File: config.mk
export PLATFORM = sky130hd
export DESIGN_NAME = mult_arbiter
export DESIGN_NICKNAME = d
export VERILOG_FILES = /design/src/rtl/mult_arbiter.sv
export SDC_FILE = /design/constraint.sdc
export NUM_CORES = 1
export LEC_CHECK = 0
export ABC_CLOCK_PERIOD_IN_PS = 4100
export CORE_MARGIN = 1
export CORE_UTILIZATION = 40
export DETAILED_ROUTE_END_ITERATION = 12
export GPL_TIMING_DRIVEN = 0
export HOLD_SLACK_MARGIN = 0.08
export PLACE_DENSITY_LB_ADDON = 0.12
export SYNTH_ARGS = -nofsm -noshare
export SYNTH_HDL_FRONTEND = slang
export SYNTH_SLANG_ARGS = --single-unit
File: constraint.sdc
create_clock -name clk_i -period 4.1 [get_ports clk_i]
set_input_delay 0.82 -clock clk_i [delete_from_list [all_inputs] [get_ports clk_i]]
set_output_delay 0.82 -clock clk_i [all_outputs]
set_load 0.02 [all_outputs]
File: src/rtl/mult_arbiter.sv
// mult_arbiter: round-robin front end for a single shared sequential
// 16x8 shift-add multiplier. Requesters present operand pairs as levels;
// one job at a time is issued with a start/busy handshake and the 24-bit
// product is returned tagged with the owning requester index.
module mult_arbiter #(
  parameter int N = 4
) (
  input  logic                    clk_i,
  input  logic                    rst_i,
  input  logic [N-1:0]            req_i,
  input  logic [16*N-1:0]         a_i,
  input  logic [8*N-1:0]          b_i,
  output logic [N-1:0]            gnt_o,
  output logic                    done_o,
  output logic [$clog2(N)-1:0]    done_id_o,
  output logic [23:0]             y_o,
  output logic                    busy_o,
  output logic                    mult_start_o,
  output logic [15:0]             mult_a_o,
  output logic [7:0]              mult_b_o,
  input  logic                    mult_busy_i,
  input  logic [23:0]             mult_y_i
);

  localparam int IW = $clog2(N);

  localparam logic [1:0] ST_IDLE    = 2'd0;
  localparam logic [1:0] ST_START   = 2'd1;
  localparam logic [1:0] ST_WAIT_HI = 2'd2;
  localparam logic [1:0] ST_WAIT_LO = 2'd3;

  logic [1:0]    state_r;
  logic [IW-1:0] rr_r;
  logic [IW-1:0] idx_r;
  logic [N-1:0]  gnt_r;
  logic          done_r;
  logic [IW-1:0] done_id_r;
  logic [23:0]   y_r;
  logic          busy_r;
  logic          start_r;
  logic [15:0]   a_r;
  logic [7:0]    b_r;

  logic          sel_found_s;
  logic [IW-1:0] sel_idx_s;
  logic [IW-1:0] cand_s;
  logic [N-1:0]  sel_oh_s;
  logic [15:0]   sel_a_s;
  logic [7:0]    sel_b_s;
  logic [IW-1:0] rr_next_s;

  // Round-robin pick: walk offsets from the highest down so the lowest
  // offset from the pointer (highest priority) is the one that sticks.
  always_comb begin
    sel_found_s = 1'b0;
    sel_idx_s   = '0;
    cand_s      = '0;
    for (int i = N - 1; i >= 0; i--) begin
      cand_s      = IW'((int'(rr_r) + i) % N);
      sel_found_s = sel_found_s | req_i[cand_s];
      sel_idx_s   = req_i[cand_s] ? cand_s : sel_idx_s;
    end
  end

  // Operand mux, one-hot grant vector and pointer advance for the winner.
  always_comb begin
    sel_oh_s = '0;
    sel_a_s  = 16'h0000;
    sel_b_s  = 8'h00;
    for (int k = 0; k < N; k++) begin
      sel_oh_s[k] = (sel_idx_s == IW'(k));
      sel_a_s     = sel_oh_s[k] ? a_i[16*k +: 16] : sel_a_s;
      sel_b_s     = sel_oh_s[k] ? b_i[8*k +: 8]   : sel_b_s;
    end
    rr_next_s = (sel_idx_s == IW'(N - 1)) ? '0 : sel_idx_s + IW'(1);
  end

  // Job sequencer: grant, hold start until the multiplier is idle, then
  // follow its busy pulse and capture the product on the falling edge.
  always_ff @(posedge clk_i) begin
    if (!rst_i) begin
      state_r   <= ST_IDLE;
      rr_r      <= '0;
      idx_r     <= '0;
      gnt_r     <= '0;
      done_r    <= 1'b0;
      done_id_r <= '0;
      y_r       <= 24'h000000;
      busy_r    <= 1'b0;
      start_r   <= 1'b0;
      a_r       <= 16'h0000;
      b_r       <= 8'h00;
    end else begin
      gnt_r  <= '0;
      done_r <= 1'b0;
      case (state_r)
        ST_IDLE: begin
          if (sel_found_s) begin
            a_r     <= sel_a_s;
            b_r     <= sel_b_s;
            idx_r   <= sel_idx_s;
            gnt_r   <= sel_oh_s;
            rr_r    <= rr_next_s;
            start_r <= 1'b1;
            busy_r  <= 1'b1;
            state_r <= ST_START;
          end else begin
            state_r <= ST_IDLE;
          end
        end
        ST_START: begin
          if (!mult_busy_i) begin
            start_r <= 1'b0;
            state_r <= ST_WAIT_HI;
          end else begin
            state_r <= ST_START;
          end
        end
        ST_WAIT_HI: begin
          if (mult_busy_i) begin
            state_r <= ST_WAIT_LO;
          end else begin
            state_r <= ST_WAIT_HI;
          end
        end
        ST_WAIT_LO: begin
          if (!mult_busy_i) begin
            y_r       <= mult_y_i;
            done_id_r <= idx_r;
            done_r    <= 1'b1;
            busy_r    <= 1'b0;
            state_r   <= ST_IDLE;
          end else begin
            state_r <= ST_WAIT_LO;
          end
        end
        default: begin
          start_r <= 1'b0;
          busy_r  <= 1'b0;
          state_r <= ST_IDLE;
        end
      endcase
    end
  end

  assign gnt_o        = gnt_r;
  assign done_o       = done_r;
  assign done_id_o    = done_id_r;
  assign y_o          = y_r;
  assign busy_o       = busy_r;
  assign mult_start_o = start_r;
  assign mult_a_o     = a_r;
  assign mult_b_o     = b_r;

endmodule
==> flow_metrics.tcl <==
set metrics [dict create \
    status "finished, final reports clean" \
    grt_antenna_before_repair 0 \
    fp.dieArea_um2 7680 \
    wl_met1_um 4260 \
    ctsLongestPathBuffers 2 \
    cp.buffers_inverters 3 \
    tightest_slew_ns 0.614 \
    slowest_stage "o32ai_1" \
    num_vias 3406 \
    post_route_cells_drive_above_1_share_pct 5.54 \
    wl_met2_um 5310 \
    dpl.hpwl_um 8010 \
    path_common_cell "a21oi_1" \
    cts_root_buf "clkbuf_8" \
    wl_met3_um 855 \
    grt-ovfl-total 0 \
    ant_nets 0 \
    die_w_um 87.6 \
    postCtsSetupBuffers 0 \
    cts_buffers 9 \
    setup_viol 0 \
    drc 0 \
    power_leakage_nw 2.04 \
    critPathTopFamily "buffers and inverters" \
    fin_util_pct 73.5 \
    syn_nets 493 \
    dp_slack_ns 0.316 \
    syn_avg_cell_area_um2 8.11 \
    ir_worst_vdd_mv 0.207 \
    period_share_pct 84.4 \
    final-seq-area_um2 1260 \
    r2r_slack_ns 1.35 \
    synth_top_cells_by_area "dfxtp_1, a21oi_1, a22o_1" \
    fmax_ghz 0.289 \
    drtIter0Drc 106 \
    synth_top_area_cell "dfxtp_1" \
    wl_per_cell_um 16.2 \
    hold_path.class "flop to flop" \
    stdcell_area_um2 5110 \
    port_buffers 182 \
    clock_latency_ns 0.34 \
    wirelength_um 10600 \
    clkTransAtPathRegs_ns 0.07 \
    highest_layer "met4" \
    setup_slack_ns 0.639 \
    worstSetupPathType "primary input to flop" \
    hold_depth 1 \
    cts_tree "built" \
    final.setup.tns_ns 0 \
    max_stage_delay_ns 0.56 \
    pwr_density_cell_nw_per_um2 429 \
    relSlewSlack_pct 59.0 \
    synth_edf_count 0 \
    grt_pass1_wl_um 15800 \
    syn_to_final_growth_pct 74.0 \
    required_ns 4.38 \
    worst_setup_path_start_kind "primary input" \
    fin_nets 686 \
    r2r_cells 9 \
    yosysWarnings 0 \
    rsz0062_at_grt "false" \
    synthFlopType "dfxtp_1" \
    max-cap-violations 0 \
    finalClockSkew_ns 0.0110 \
    multiInputGateArea_um2 1400 \
    place_area_um2 4880 \
    drv_slew 0 \
    arrival_ns 3.74 \
    initial_utilization_pct 42.3 \
    h-tree-depth 3 \
    synth_top_area_share_pct 43.0 \
    diodes 0 \
    grt_use_total_pct 27.1 \
    die_height_um 87.6 \
    coreArea_um2 6940 \
    crit_path_end_kind "flop" \
    seq_area_frac_synth_pct 43.0 \
    postCtsHoldBufs 0 \
    globalplace.congestion 0.832 \
    fillers 530 \
    hold_viol 0 \
    critPathMaxFanout 10 \
    vias_per_cell 5.19 \
    p_total_w 0.00219 \
    netlist_instances 362 \
    crit_cells 11 \
    synth-seq-cells 63 \
    drt_pass1_iterations 4 \
    yosys.cell_types.count 31 \
    cts.sinks 63 \
    path_cells "clkdlybuf4s50_1, nor2b_1, a21boi_0, o32ai_1, ha_1, buf_2, clkbuf_1, a21oi_1, o21ai_0, a22oi_1, a21oi_1" \
    grt_pass1_vias 3321 \
    syn-cell-area_um2 2930 \
    fp-row-count 30 \
    cts_resized 0 \
    io_pins 184 \
    grt_max_degree 13 \
    async_reset_ff_share_pct 0 \
    min_period_ns 3.46 \
]
power breakdown:
group	internal (W)	total, W	switching (W)
Clock	0.000362	0.000619	0.000257
Combinational	0.000390	0.000842	0.000452
Sequential	0.000687	0.000730	0.0000432
Total	0.00144	0.00219	0.000752
kinds of logic (layout without fill, tap and decap cells):
family | Yosys count | count (layout) | synth area share (%)
AND/OR/NAND/NOR | 49 | 49 | 7.93
AO/OA/AOI/OAI | 184 | 184 | 37.6
XOR/XNOR | 1 | 1 | 0.299
flip-flops | 63 | 63 | 43.0
buffers and inverters | 61 | 259 | 9.47
adder cells (fa/ha/maj) | 4 | 4 | 1.71
path summary, 6_finish.rpt:
| check | from | endpoint |
|---|---|---|
| worst max-delay path | req_i[2] | mult_a_o[10] |
| worst min-delay path | y_o[14] | y_o[14] |
| worst min register to register | y_o[14] | y_o[14] |
| worst max register to register | rr_r[1] | mult_a_o[10] |
cell usage in the layout, fill, tap and decap left out, types with 3 or more instances in the layout:
master and instances:
dfxtp_1 63, a21oi_1 74, buf_1 3, buf_6 4, clkbuf_1 19, inv_1 28, ha_1 4, clkdlybuf4s50_1 182
a22o_1 26, and3_1 5, a21boi_0 3, buf_2 6, o21ai_1 10, nand2_1 30, clkbuf_8 10, o21ai_0 42
a22oi_1 24, nor2b_1 4
worst reg2reg max path, stage by stage, from the launching register on:
cell and delay, ns:
dfxtp_1 0.40, a21boi_0 0.11, o32ai_1 0.56, ha_1 0.34, buf_2 0.26, clkbuf_1 0.49, a21oi_1 0.12, o21ai_0 0.13
a22oi_1 0.10, a21oi_1 0.17
final cells by class:
type	instances	area share, %
sequential	63	24.7
timing repair buffer	182	35.7
clock inverter	6	1.81
inverter	28	2.06
buffer	33	3.38
multi-input combinational	238	27.3
clock buffer	10	2.70
tap	96	2.35
stage by stage:
step,std cells,hold WS (ns)
3_3_place_gp,640,0.435
5_1_grt,656,0.494
6_report,656,0.478
3_5_place_dp,640,0.465
2_1_floorplan,362,0.442
4_1_cts,656,0.477
flip-flops by register name, summed over array words and instances (netlist names):
register,flops
gnt_o,4
done_id_o,2
done_o,1
rr_r,2
mult_a_o,16
mult_b_o,8
mult_start_o,1
busy_o,1
idx_r,2
state_r,2
y_o,24
synthesized netlist by cell type (3+ instances only):
cell type,n
buf_2,6
a22oi_1,24
clkbuf_1,19
nor2b_1,4
dfxtp_1,63
buf_1,3
buf_6,4
inv_1,28
and3_1,5
a21oi_1,74
o21ai_0,42
a21boi_0,3
ha_1,4
a22o_1,26
o21ai_1,10
nand2_1,30
routing by layer:
metal | vias to the layer above | track usage, %
li1 | 1676 | -
met4 | 0 | 9.99
met1 | 1564 | 30.1
met2 | 150 | 49.1
met3 | 16 | 7.63
met5 | - | 0
Power figures use the tool's default switching activity.
